`src/rtl/mips_pkg.sv`:
```
`default_nettype none
// mips_pkg: opcode/funct constants, ALU and PC-control encodings, FSM states for the MIPS-subset core.
// Revision 1.0
package mips_pkg;

  localparam logic [5:0] OP_RTYPE = 6'h00;
  localparam logic [5:0] OP_J     = 6'h02;
  localparam logic [5:0] OP_BEQ   = 6'h04;
  localparam logic [5:0] OP_ADDI  = 6'h08;
  localparam logic [5:0] OP_LW    = 6'h23;
  localparam logic [5:0] OP_SW    = 6'h2B;

  localparam logic [5:0] FN_JR    = 6'h08;
  localparam logic [5:0] FN_ADD   = 6'h20;
  localparam logic [5:0] FN_SUB   = 6'h22;
  localparam logic [5:0] FN_AND   = 6'h24;
  localparam logic [5:0] FN_OR    = 6'h25;
  localparam logic [5:0] FN_SLT   = 6'h2A;

  localparam logic [3:0] ALU_AND  = 4'd0;
  localparam logic [3:0] ALU_OR   = 4'd1;
  localparam logic [3:0] ALU_ADD  = 4'd2;
  localparam logic [3:0] ALU_SUB  = 4'd6;
  localparam logic [3:0] ALU_SLT  = 4'd7;

  localparam logic [3:0] PC_HOLD   = 4'd0;
  localparam logic [3:0] PC_INC    = 4'd1;
  localparam logic [3:0] PC_JUMP   = 4'd2;
  localparam logic [3:0] PC_BRANCH = 4'd3;
  localparam logic [3:0] PC_REG    = 4'd4;

  typedef enum logic [2:0] {
    S_FETCH     = 3'd0,
    S_DECODE    = 3'd1,
    S_EXECUTE   = 3'd2,
    S_MEM       = 3'd3,
    S_WRITEBACK = 3'd4,
    S_TRAP      = 3'd5
  } state_t;

  typedef enum logic [2:0] {
    CLS_RTYPE = 3'd0,
    CLS_ADDI  = 3'd1,
    CLS_LW    = 3'd2,
    CLS_SW    = 3'd3,
    CLS_BEQ   = 3'd4,
    CLS_JR    = 3'd5,
    CLS_J     = 3'd6
  } op_class_t;

endpackage
`default_nettype wire

```
`src/rtl/mips_alu_decode.sv`:
```
`default_nettype none
// mips_alu_decode: combinational opcode/funct classifier producing ALU op, operand select and legality.
// Revision 1.0
module mips_alu_decode
  import mips_pkg::*;
#(
  parameter int ALU_CTRL_W = 4
) (
  input  logic [5:0]            opcode,
  input  logic [5:0]            funct,
  output logic [ALU_CTRL_W-1:0] alu_op,
  output logic                  alu_src,
  output op_class_t             op_class,
  output logic                  legal
);

  always_comb begin
    alu_op   = ALU_CTRL_W'(ALU_ADD);
    alu_src  = 1'b0;
    op_class = CLS_RTYPE;
    legal    = 1'b1;
    case (opcode)
      OP_RTYPE: begin
        case (funct)
          FN_ADD:  alu_op = ALU_CTRL_W'(ALU_ADD);
          FN_SUB:  alu_op = ALU_CTRL_W'(ALU_SUB);
          FN_AND:  alu_op = ALU_CTRL_W'(ALU_AND);
          FN_OR:   alu_op = ALU_CTRL_W'(ALU_OR);
          FN_SLT:  alu_op = ALU_CTRL_W'(ALU_SLT);
          FN_JR:   op_class = CLS_JR;
          default: legal = 1'b0;
        endcase
      end
      OP_ADDI: begin
        op_class = CLS_ADDI;
        alu_src  = 1'b1;
      end
      OP_LW: begin
        op_class = CLS_LW;
        alu_src  = 1'b1;
      end
      OP_SW: begin
        op_class = CLS_SW;
        alu_src  = 1'b1;
      end
      OP_BEQ: begin
        op_class = CLS_BEQ;
        alu_op   = ALU_CTRL_W'(ALU_SUB);
      end
      OP_J:    op_class = CLS_J;
      default: legal = 1'b0;
    endcase
  end

endmodule
`default_nettype wire

```
`src/rtl/mips_mc_sequencer.sv`:
```
`default_nettype none
// mips_mc_sequencer: multi-cycle FETCH/DECODE/EXECUTE/MEM/WRITEBACK control FSM with handshaked memories.
// Optional memory-ack watchdog enabled by MC_SEQ_TIMEOUT_EN. Revision 1.0
module mips_mc_sequencer
  import mips_pkg::*;
#(
  parameter int PC_CTRL_W      = 4,
  parameter int ALU_CTRL_W     = 4,
  parameter int CNT_W          = 32,
  parameter int TIMEOUT_CYCLES = 16
) (
  input  logic                  clk,
  input  logic                  rst,
  input  logic [31:0]           instruction,
  input  logic                  imem_ack,
  input  logic                  dmem_ack,
  input  logic                  alu_zero,
  output logic                  imem_req,
  output logic                  ir_load,
  output logic                  dmem_req,
  output logic                  data_mem_wren,
  output logic                  reg_file_wren,
  output logic                  reg_file_dmux_select,
  output logic                  reg_file_rmux_select,
  output logic                  alu_mux_select,
  output logic [ALU_CTRL_W-1:0] alu_control,
  output logic [PC_CTRL_W-1:0]  pc_control,
  output logic                  illegal,
  output logic [CNT_W-1:0]      retired_count
);

  state_t                  state;
  op_class_t               cls_q;
  logic [ALU_CTRL_W-1:0]   alu_op_q;
  logic                    alu_src_q;

  logic [ALU_CTRL_W-1:0]   dec_alu_op;
  logic                    dec_alu_src;
  op_class_t               dec_class;
  logic                    dec_legal;
  logic                    timeout;
  logic                    unused_instr_bits;

  assign unused_instr_bits = ^instruction[25:6];

  mips_alu_decode #(
    .ALU_CTRL_W (ALU_CTRL_W)
  ) u_alu_decode (
    .opcode   (instruction[31:26]),
    .funct    (instruction[5:0]),
    .alu_op   (dec_alu_op),
    .alu_src  (dec_alu_src),
    .op_class (dec_class),
    .legal    (dec_legal)
  );

`ifdef MC_SEQ_TIMEOUT_EN
  localparam int TO_W = $clog2(TIMEOUT_CYCLES + 1);
  logic [TO_W-1:0] wait_cnt;
  logic            waiting;

  assign waiting = (state == S_FETCH && !imem_ack) || (state == S_MEM && !dmem_ack);
  assign timeout = waiting && (wait_cnt == TO_W'(TIMEOUT_CYCLES - 1));

  always_ff @(posedge clk or negedge rst) begin
    if (!rst)
      wait_cnt <= '0;
    else if (waiting && !timeout)
      wait_cnt <= wait_cnt + TO_W'(1);
    else
      wait_cnt <= '0;
  end
`else
  localparam int unused_timeout_cycles = TIMEOUT_CYCLES;
  assign timeout = 1'b0;
`endif

  // Requests are masked while reset is held so nothing is issued from the reset state.
  always_comb begin
    imem_req             = 1'b0;
    ir_load              = 1'b0;
    dmem_req             = 1'b0;
    data_mem_wren        = 1'b0;
    reg_file_wren        = 1'b0;
    reg_file_dmux_select = 1'b0;
    reg_file_rmux_select = 1'b0;
    alu_mux_select       = 1'b0;
    alu_control          = '0;
    pc_control           = PC_CTRL_W'(PC_HOLD);
    case (state)
      S_FETCH: begin
        imem_req = rst;
        ir_load  = rst & imem_ack;
      end
      S_DECODE: begin
        if (dec_legal && dec_class == CLS_J)
          pc_control = PC_CTRL_W'(PC_JUMP);
      end
      S_EXECUTE: begin
        alu_control    = alu_op_q;
        alu_mux_select = alu_src_q;
        if (cls_q == CLS_BEQ)
          pc_control = alu_zero ? PC_CTRL_W'(PC_BRANCH) : PC_CTRL_W'(PC_INC);
        else if (cls_q == CLS_JR)
          pc_control = PC_CTRL_W'(PC_REG);
      end
      S_MEM: begin
        alu_control    = alu_op_q;
        alu_mux_select = alu_src_q;
        dmem_req       = 1'b1;
        data_mem_wren  = (cls_q == CLS_SW);
        if (cls_q == CLS_SW && dmem_ack)
          pc_control = PC_CTRL_W'(PC_INC);
      end
      S_WRITEBACK: begin
        alu_control          = alu_op_q;
        alu_mux_select       = alu_src_q;
        reg_file_wren        = 1'b1;
        reg_file_dmux_select = (cls_q == CLS_LW);
        reg_file_rmux_select = (cls_q == CLS_RTYPE);
        pc_control           = PC_CTRL_W'(PC_INC);
      end
      default: ;
    endcase
  end

  always_ff @(posedge clk or negedge rst) begin
    if (!rst) begin
      state         <= S_FETCH;
      cls_q         <= CLS_RTYPE;
      alu_op_q      <= '0;
      alu_src_q     <= 1'b0;
      illegal       <= 1'b0;
      retired_count <= '0;
    end else begin
      if (pc_control != '0)
        retired_count <= retired_count + CNT_W'(1);
      case (state)
        S_FETCH: begin
          if (imem_ack) begin
            state <= S_DECODE;
          end else if (timeout) begin
            state   <= S_TRAP;
            illegal <= 1'b1;
          end
        end
        S_DECODE: begin
          if (!dec_legal) begin
            state   <= S_TRAP;
            illegal <= 1'b1;
          end else begin
            cls_q     <= dec_class;
            alu_op_q  <= dec_alu_op;
            alu_src_q <= dec_alu_src;
            state     <= (dec_class == CLS_J) ? S_FETCH : S_EXECUTE;
          end
        end
        S_EXECUTE: begin
          case (cls_q)
            CLS_BEQ, CLS_JR: state <= S_FETCH;
            CLS_LW, CLS_SW:  state <= S_MEM;
            default:         state <= S_WRITEBACK;
          endcase
        end
        S_MEM: begin
          if (dmem_ack) begin
            state <= (cls_q == CLS_LW) ? S_WRITEBACK : S_FETCH;
          end else if (timeout) begin
            state   <= S_TRAP;
            illegal <= 1'b1;
          end
        end
        S_WRITEBACK: state <= S_FETCH;
        S_TRAP:      state <= S_TRAP;
        default:     state <= S_FETCH;
      endcase
    end
  end

endmodule
`default_nettype wire

```
`config.mk`:
```
export PLATFORM = sky130hd
export DESIGN_NAME = mips_mc_sequencer
export DESIGN_NICKNAME = d
export VERILOG_FILES = /design/src/rtl/mips_pkg.sv /design/src/rtl/mips_alu_decode.sv /design/src/rtl/mips_mc_sequencer.sv
export SDC_FILE = /design/constraint.sdc
export NUM_CORES = 1
export LEC_CHECK = 0
export CAP_MARGIN = 40
export CORE_MARGIN = 8
export CORE_UTILIZATION = 40
export DETAILED_ROUTE_END_ITERATION = 7
export PLACE_DENSITY = 0.74
export SLEW_MARGIN = 20
export SYNTH_ARGS = -nofsm -noshare
export SYNTH_HDL_FRONTEND = slang
export SYNTH_SLANG_ARGS = --single-unit
```
`constraint.sdc`:
```
create_clock -name clk -period 4.4 [get_ports clk]
set_clock_uncertainty 0.1 [all_clocks]
set_input_delay 1.32 -clock clk [delete_from_list [all_inputs] [get_ports clk]]
set_output_delay 1.32 -clock clk [all_outputs]
set_load 0.02 [all_outputs]
```
==> results of run 1 <==
## sequential cells by signal, summed over array words and instances (netlist names)
register       cells
alu_op_q           3
alu_src_q          1
cls_q              3
illegal            1
retired_count     32
state              3
## worst paths after layout
kind                              startpoint  depth (start not counted)                 to  slack [ns]
setup / recovery             instruction[30]                          5      pc_control[1]        0.11
hold / removal             retired_count[31]                          1  retired_count[31]        0.38
setup reg to reg                    state[0]                          6  retired_count[24]        2.09
hold reg to reg            retired_count[31]                          1  retired_count[31]        0.38
max in group asynchronous                rst                          2           state[1]        2.80
min in group asynchronous                rst                          2  retired_count[31]        1.02
## placed cells by master, fill, tap and decap left out, types with 9 or more instances in the layout
cell,count
dfrtp_1,43
nand2_1,16
nor2_1,11
nand3_1,14
xor2_1,11
nand4_1,15
buf_4,10
clkdlybuf4s50_1,61
nor3_1,9
xnor2_1,23
## cells by family after synthesis
| logic type | share of synthesized area (%) |
|---|---|
| XOR/XNOR | 11.9 |
| other | 0.150 |
| adder cells (fa/ha/maj) | 0.501 |
| multiplexers | 5.06 |
| flip-flops | 43.1 |
| AND/OR/NAND/NOR | 27.2 |
| buffers and inverters | 3.66 |
| AO/OA/AOI/OAI | 8.42 |
## worst max-delay path, cell delays in order
cell	delay (ns)
clkdlybuf4s50_1	0.48
nor2_2	0.21
nand4_1	0.17
nand2_1	0.10
clkdlybuf4s50_1	0.60
## power by group through the flow
stage	Clock [mW]	Combinational (mW)	Sequential, mW
2_1_floorplan	0	0.252	0.530
3_3_place_gp	0	0.422	0.535
3_5_place_dp	0	0.431	0.538
4_1_cts	0.257	0.430	0.531
5_1_grt	0.272	0.453	0.543
6_report	0.245	0.424	0.531
## routing by layer
layer | track usage [%] | vias up | wire length (microns)
li1 | - | 1007 | -
met1 | 16.4 | 1029 | 2470
met2 | 24.3 | 81 | 3050
met3 | 4.40 | 8 | 526
met4 | 3.51 | 0 | 73
met5 | 0 | - | 0
## final cells by class
cell class / count / area (sq um) / share of cell area, %
clock inverter: 2 / 12.5 / 0.378
multi-input combinational: 183 / 1340 / 40.5
inverter: 5 / 18.8 / 0.566
sequential: 43 / 1080 / 32.5
clock buffer: 6 / 72.6 / 2.19
tap: 75 / 93.8 / 2.83
timing repair buffer: 73 / 699 / 21.1
## stage by stage
stage / worst slack [ns] / total power, mW / TNS, ns
floorplan: 0.550 / 0.782 / 0
global placement: -0.0938 / 0.957 / -0.0938
detailed placement: -0.0780 / 0.969 / -0.0780
CTS: 0.0452 / 1.22 / 0
global route: 0.0257 / 1.27 / 0
finish: 0.109 / 1.20 / 0
==> metrics.txt, run 1 <==
Worst-path clk slew=0.09 ns; antenna violations before repair=0; Final Slew Violations=0; fraction of registers with async set/reset=100%; leading cell types by total area after synthesis=dfrtp_1, xnor2_1, mux2_4, xor2_1, nand4_1; DR pass1 iterations=4; EDFF count, synth=0; gpl congestion=between 0.9 and 1; via-per-instance ratio=5.49; Die Span Y=95.0 microns; Critical Setup Path Class=primary input to output pin; Max H-tree Level=2; post-synth cell types=53; Yosys warnings=0; port bufs=63; post-route cell area=3310 sq um; switching part of the total=37.1%; startpoint types=primary input; post-CTS setup buffers=0; layout cells sized above 1=between 10% and 20%; Fmax achieved=233 MHz; synthesized area=between 2000 and 2500 sq um; pin count of the biggest net entering global routing=44; setup violators final=0; Power Internal=0.756 mW; Core Area=5990 sq um; # IOs=86; DR iter-0 viols=92; first-pass GRT wire length=10.3 mm; status=completed; Post-DP HPWL=around 4.7 mm; worst slew pin tran=0.570 ns; CTS Sinks=43; Synth top area share=43.1%; Avg Inst Size Synth=between 10 and 15 sq um; dpl cells=379; #FFs+latches synth=43; Min Clock Period, post-route=4.29 ns; n_diodes=0; die width=95.0 microns; final net count=around 350; Psw=0.445 mW; count leader, synth=dfrtp_1; worst relative slew slack=between 60% and 70%; Rows=28; via count=about 2100; Min-Delay Path Class=flip-flop to flip-flop; critical path capture point type=output pin; Final period util=97.5%; post-route insts no fill=387; RSZ-0062 raised after global routing=no; WHS=0.375 ns; CTS tree=yes; Logic pwr share=35.3%; Gates resized, CTS repair=1; Synth Flop Type=dfrtp_1; MaxCap Viol Count=0; Synth area leader=dfrtp_1; Post-CTS Hold Fix Bufs=0; post-layout util=55.3%; total CTS buffers=5; Layout area overhead=32.7%; VDD IR max=0.202 mV; Clock power frac=20.4%; vias in the first global route=2161; Routed Antenna Nets=0; Worst EP arrival=2.87 ns; CTS max path bufs=2; cells after synthesis=242; gr usage total=14.0%; register area share after synthesis=43.1%; DRC Markers=0; leakage=about 1.3 nW; CP max FO=4; GRT overflow=0; clk root buf=clkbuf_8; power per cell area=362 nW/um^2; initial core utilization=41.7%; Post-Place Cell Area=3220 sq um; post-DR wirelength/cell=15.8 microns; Commonest cells post-synth=dfrtp_1, xnor2_1, nand2_1; DRT Wirelength=6.12 mm; Die ar.=around 9000 sq um; Fin. Hold Viols=0; Seq pwr share=44.2%; Fillers=530; clock latency on the worst-skew pair=0.30 ns; WP data required=2.98 ns
No activity file was read; power rests on OpenSTA's default activity.
==> run 2: changes to the inputs <==
- CAP_MARGIN: 40 -> default
- CORE_UTILIZATION: 40 -> 35
- PLACE_DENSITY: 0.74 -> 0.66
- RECOVER_POWER: default -> 25
==> metrics.txt, run 2 (synthesis gave the netlist of run 1 again) <==
Worst Hold Launch=retired_count[31]; pin count of the biggest net entering global routing=44; Critical Setup Path Class=primary input to output pin; clk root buf=clkbuf_8; first-pass GRT wire length=roughly 10 mm; post-route insts no fill=~400; worst relative slew slack=-53.3%; via-per-instance ratio=~5.1; Routed Antenna Nets=0; met2 Use GR=21.1%; Seq pwr share=roughly two fifths; layout cells sized above 1=11.8%; setup violators final=0; WP data required=around 3 ns; CTS tree=yes; Worst-path clk slew=0.08 ns; VDD IR max=0.212 mV; delay-heaviest family, CP=buffers and inverters; cell at the slowest stage of the critical path=clkdlybuf4s50_1; CTS max path bufs=2; Worst Path Buf+Inv=2; Die ar.=10100 sq um; Fin. Hold Viols=0; RSZ-0062 raised after global routing=no; vias in the first global route=2098; GRT overflow=0; Power Internal=slightly below 0.9 mW; Fillers=651; final net count=350; Post-CTS Hold Fix Bufs=0; Worst EP arrival=2.91 ns; gpl congestion=0.883; worst slew pin tran=2.30 ns; CP Cell Sequence=clkdlybuf4s50_1, nor3_1, nand4_1, nand2_1, clkdlybuf4s50_1; Worst Setup SP=instruction[31]; post-DR wirelength/cell=15.5 microns; DR iter-0 viols=62; antenna violations before repair=0; status=finished with violations; MaxCap Viol Count=1; DRC Markers=0; clock latency on the worst-skew pair=0.29 ns; most used cell, CP=clkdlybuf4s50_1; Logic pwr share=approximately a third; dpl cells=approximately 400; Crit path largest cell delay=~0.60 ns; met3 Track Usage GR=3.94%; leakage=1.30 nW; Fmax achieved=231 MHz; Reg with most FFs=retired_count; Min Clock Period, post-route=4.33 ns; gr usage total=12.8%; Rows=30; Psw=between 0.4 and 0.5 mW; Layout area overhead=35.5%; Die Span Y=about 100 microns; CP max FO=2; post-CTS setup buffers=0; die width=100 microns; GRT busiest layer=met2; critical path capture point type=output pin; via count=2106; total CTS buffers=5; Final period util=98.5%; Post-DP HPWL=4.81 mm; initial core utilization=36.4%; # IOs=86; violated checks=max-capacitance violations, max-slew violations; post-layout util=49.3%; switching part of the total=around a third; commonest non-fill, non-tap cell in the layout=clkdlybuf4s50_1; Post-Route Setup TNS=0 ns; origin of the critical flop-to-flop path=state[0]; CTS Sinks=43; Min-Delay Path Class=flip-flop to flip-flop; DR pass1 iterations=4; met1 Use GR=15.3%; Clock power frac=27.5%; Largest register FFs=32; Final Slew Violations=44; power per cell area=389 nW/um^2; Max H-tree Level=2; n_diodes=0; commonest non-fill, non-tap cells in the layout=clkdlybuf4s50_1, dfrtp_1, xnor2_1; Core Area=approximately 6900 sq um; startpoint types=primary input; Gates resized, CTS repair=1; port bufs=63; DRT Wirelength=6.33 mm
-- run 2: final cells by class --
cell class / count / area (sq um) / share of cell area (%)
multi-input cells: 183 / 1330 / 39.4
flip-flops and latches: 43 / 1080 / 31.8
repair buffers: 74 / 702 / 20.7
well taps: 96 / 120 / 3.55
clock buffers: 6 / 72.6 / 2.14
clock inverters: 2 / 60.1 / 1.78
inverters: 5 / 18.8 / 0.555
-- run 2: path summary, 6_finish.rpt --
path                       slack (ns)  depth (start not counted)           endpoint
setup / recovery                 0.07                          5      pc_control[1]
hold / removal                   0.38                          1  retired_count[31]
setup reg to reg                 2.10                          6   retired_count[7]
hold reg to reg                  0.38                          1  retired_count[31]
max in group asynchronous        1.10                          2   retired_count[0]
min in group asynchronous        1.79                          2  retired_count[11]
-- run 2: worst reg2reg max path, cell delays in order, from the launching register on --
cell,delay [ns]
dfrtp_1,0.56
nor3b_2,0.27
nand4_1,0.18
buf_4,0.21
a311oi_4,0.53
nand4_1,0.19
xnor2_1,0.16
-- run 2: power groups by stage --
stage	clock (mW)	sequential (mW)	combinational, mW
6_report	0.362	0.530	0.424
5_1_grt	0.387	0.542	0.463
4_1_cts	0.371	0.532	0.432
3_5_place_dp	0	0.539	0.432
3_3_place_gp	0	0.537	0.424
2_1_floorplan	0	0.530	0.252
-- run 2: per-stage QoR --
stage | cell area (sq um) | total power [mW] | hold slack [ns] | setup WS, ns
after floorplan | 2500 | 0.782 | 0.373 | 0.550
after global placement | 3260 | 0.961 | 0.362 | -0.112
after detailed placement | 3260 | 0.971 | 0.371 | -0.105
after CTS | 3390 | 1.34 | 0.389 | 0.0455
after global routing | 3380 | 1.39 | 0.401 | 0.000567
final | 3380 | 1.32 | 0.378 | 0.0673
-- run 2: metal layers --
layer  vias to the layer above  part of all wire (%)  wire (microns)
met1                       997                    42            2640
met4                         0                   1.1              68
met3                         7                   9.9             627
li1                       1012                     -               -
met2                        90                    47            3000
met5                         -                     0               0
==> run 3: changes to the inputs <==
- CORE_UTILIZATION: 35 -> 30
- PLACE_DENSITY: 0.66 -> 0.59
==> metrics.txt, run 3 (synthesis gave the netlist of run 1 again) <==
worst relative slew slack=-53.5%; pin count of the biggest net entering global routing=44; Post-Route Setup TNS=0 ns; commonest non-fill, non-tap cell in the layout=clkdlybuf4s50_1; Final period util=96.3%; CTS Sinks=43; clk root buf=clkbuf_8; VDD IR max=0.136 mV; power per cell area=a little under 400 nW/um^2; worst slew pin tran=2.30 ns; gr usage total=11.3%; Largest register FFs=32; Core Area=8130 sq um; Worst-path clk slew=0.08 ns; Post-DP HPWL=4.93 mm; DR iter-0 viols=72; initial core utilization=30.7%; Reg with most FFs=retired_count; post-DR wirelength/cell=15.3 microns; Setup WS pre-CTS=-0.128 ns; dpl cells=a little over 400; antenna violations before repair=0; first-pass GRT wire length=10.7 mm; post-layout util=41.7%; n_diodes=0; post-route insts no fill=417; Final Slew Violations=44; die width=around 110 microns; via count=2095; DRT Wirelength=around 6.4 mm; # IOs=86; post-route cell area=3390 sq um; WP data required=2.98 ns; critical path capture point type=output pin; WHS=0.374 ns; DRC Markers=0; status=finished with violations; RSZ-0062 raised after global routing=no; CTS max path bufs=2; via-per-instance ratio=5.02; post-CTS setup buffers=0; final worst slack=0.163 ns; leakage=approximately 1.3 nW; gpl congestion=0.816; Routed Antenna Nets=0; setup violators final=0; overall power=1.31 mW; Layout area overhead=35.7%; Die Span Y=107 microns; Critical Setup Path Class=primary input to output pin; port bufs=63; CP max FO=2; Max H-tree Level=2; Worst EP arrival=around 2.8 ns; Min-Delay Path Class=flip-flop to flip-flop; MaxCap Viol Count=1; violated checks=max-capacitance violations, max-slew violations; commonest non-fill, non-tap cells in the layout=clkdlybuf4s50_1, dfrtp_1, xnor2_1; Fillers=815; Fin. Hold Viols=0; layout cells sized above 1=11.5%; total CTS buffers=5; final net count=349; DR pass1 iterations=5; Post-Place Cell Area=3260 sq um; GRT overflow=0; Rows=33; startpoint types=primary input; Min Clock Period, post-route=around 4.2 ns; clock latency on the worst-skew pair=0.29 ns; CTS tree=yes; vias in the first global route=approximately 2200; Die ar.=11500 sq um; Fmax achieved=236 MHz
[run 3: worst paths after layout]
kind | startpoint | endpoint | slack, ns | cells past startpoint
max | dmem_ack | pc_control[0] | 0.16 | 5
min | retired_count[31] | retired_count[31] | 0.37 | 1
max reg2reg | state[0] | retired_count[21] | 2.15 | 6
min reg2reg | retired_count[31] | retired_count[31] | 0.37 | 1
max in group asynchronous | rst | state[1] | 1.08 | 2
min in group asynchronous | rst | retired_count[10] | 1.80 | 2
[run 3: critical path, stage by stage]
cell and delay (ns):
clkdlybuf4s50_1 0.51, nand3b_1 0.10, or2_2 0.32, o311ai_0 0.16, dlygate4sd2_1 0.41
[run 3: final cells by class]
cell class	count	area [sq um]	area share [%]
clock inverters	2	60.1	1.77
flip-flops and latches	43	1080	31.7
clock buffers	6	72.6	2.14
well taps	105	131	3.88
inverters	5	18.8	0.554
repair buffers	73	697	20.6
multi-input cells	183	1330	39.4
[run 3: routing by layer]
layer  global-route usage, %  share of wire [%]  vias to the layer above
li1                        -                  -                     1007
met1                    13.3                 43                     1010
met2                    19.1                 48                       73
met3                    4.26                8.7                        5
met4                    2.51               0.72                        0
met5                       0                  0                        -
[run 3: what timing repair did]
| item | CTS | global route |
|---|---|---|
| gates resized for setup | 1 | 1 |
| pin swaps | 0 | 0 |
| hold buffers | 0 | 0 |
| endpoints found under the setup margin | 1 | 1 |
| endpoints found under the hold margin | 0 | 0 |
[run 3: report_power, final]
| part | internal (mW) | total, mW | switching (mW) | leakage [nW] |
|---|---|---|---|---|
| logic | 0.198 | 0.420 | 0.222 | 0.713 |
| clock network | 0.227 | 0.362 | 0.135 | 0.0654 |
| registers | 0.445 | 0.533 | 0.0880 | 0.540 |
| total | 0.870 | 1.31 | 0.444 | 1.32 |
==> RTL edit: new RTL, flow settings as in run 2 <==
The 7 values of `op_class_t` get a one-hot encoding in 7 bits.
--- a/src/rtl/mips_pkg.sv
+++ b/src/rtl/mips_pkg.sv
@@ -40,10 +40,10 @@
 
-  typedef enum logic [2:0] {
-    CLS_RTYPE = 3'd0,
-    CLS_ADDI  = 3'd1,
-    CLS_LW    = 3'd2,
-    CLS_SW    = 3'd3,
-    CLS_BEQ   = 3'd4,
-    CLS_JR    = 3'd5,
-    CLS_J     = 3'd6
+  typedef enum logic [6:0] {
+    CLS_RTYPE = 7'b0000001,
+    CLS_ADDI  = 7'b0000010,
+    CLS_LW    = 7'b0000100,
+    CLS_SW    = 7'b0001000,
+    CLS_BEQ   = 7'b0010000,
+    CLS_JR    = 7'b0100000,
+    CLS_J     = 7'b1000000
   } op_class_t;
Behaviour: no difference found for any inputs over 10 cycles, from zero or initial values and one cycle with rst low; not proved beyond that.
==> RTL edit against run 2 <==
The run still ends with max-capacitance violations, max-slew violations left; cell area up 5.8%; sequential cell count up 4; final cell count up 9.3%; total power down 1.6%; non-clock buffer count unchanged; routed wire length up 2.4%; area after synthesis up 9.9%; worst setup slack better by 0.13 ns.
==> RTL edit: results (changes against run 2) <==
| Metric | Value |
|---|---|
| Status | `finished, violations left` |
| Failing checks | `max-capacitance violations, max-slew violations` |
| Seq/Total Area, Yosys | `0.429 (-0.00196)` |
| Non-clock buffer share of cell area | `0.197 (-0.0108)` |
| Max-cap viol count | `1 (unchanged)` |
| Worst reg2reg path endpoint | `retired_count[26]` |
| Via count | `2289 (+8.7%)` |
| Die W | `105 um (+4.1%)` |
| Min Hold Slack | `0.369 ns (-0.00860 ns)` |
| GR Layer Usage met3 | `0.0369 (-0.00251)` |
| Placed cell area | `0.00349 mm2 (+7.2%)` |
| Layout fillers | `743 (+14%)` |
| Final instance area | `0.00358 mm2 (+5.8%)` |
| Cells after Synth | `279 (+15%)` |
| Top post-synthesis cells by area | `dfrtp_1 42%, xor2_1 6.4%, xnor2_1 4.1%` |
| Met2 WL post-DR | `3100 um (+3.2%)` |
| Logic inverters | `8 (+3)` |
| Critical Path Source | `instruction[26]` |
| PwrDens | `362 mW/mm2 (-7.0%)` |
| Gr usage total | `0.124 (-0.00394)` |
| GR Util met1 | `0.154 (+0.000624)` |
| Largest net degree at the start of global routing | `48 (+9.1%)` |
| Vias in the first global route | `2401 (+14%)` |
| M2 GR Usage | `0.198 (-0.0132)` |
| Metal-1 WL | `2900 um (+10%)` |
| Max VDD drop | `0.000121 V (-43%)` |
| First-pass GRT wire length | `11500 um (+11%)` |
| Tmin final | `4.20 ns (-0.131 ns)` |
| Leakage power | `1.36 nW (+4.2%)` |
| Final slew viol count | `48 (+9.1%)` |
| DR iter-0 viols | `67 (+8.1%)` |
| DR WL met3 | `409 um (-35%)` |
| Net Sw Frac | `0.363 (+0.0250)` |
| Arrival time at the worst endpoint | `2.78 ns (-0.13 ns)` |
| R2R setup slack | `1.64 ns (-0.46 ns)` |
| Seq power | `0.000581 W (+9.6%)` |
| Count of state elements after synthesis | `47 (+9.3%)` |
| CP max FO | `4 (+2)` |
| Global placer's final weighted congestion | `0.840 (-4.9%)` |
| Area of the multi-input gates | `0.00145 mm2 (+9.0%)` |
| Pre-CTS worst setup slack | `-0.129 ns (-0.0232 ns)` |
| Synth cell count leaders | `46 x dfrtp_1, 22 x nand2_1, 20 x xor2_1` |
==> RTL edit: cells by family (layout without fill, tap and decap cells) <==
| group | after synthesis | in the layout | share of synthesized area |
|---|---|---|---|
| and+or+nand+nor | 134 | 134 | 0.294 |
| adders and majority gates | 2 | 2 | 0.00820 |
| muxes | 11 | 11 | 0.0506 |
| buffers and inverters | 24 | 89 | 0.0451 |
| DFF | 47 | 47 | 0.429 |
| xor gates and xnor gates | 33 | 33 | 0.105 |
| AOI/OAI and AO/OA | 27 | 27 | 0.0661 |
| other | 1 | 2 | 0.00137 |
==> RTL edit: critical path: stages <==
cell,delay [ns]
clkdlybuf4s50_1,0.44
nor4b_2,0.27
buf_4,0.16
and3_1,0.18
a21o_1,0.09
dlygate4sd2_1,0.33
==> RTL edit: what timing repair did <==
| item | in CTS | in global routing |
|---|---|---|
| setup endpoints to repair | 1 | 2 |
| pin swaps | 0 | 0 |
| setup buffers | 0 | 0 |
| hold buffers | 0 | 0 |
| resized for setup | 1 | 2 |
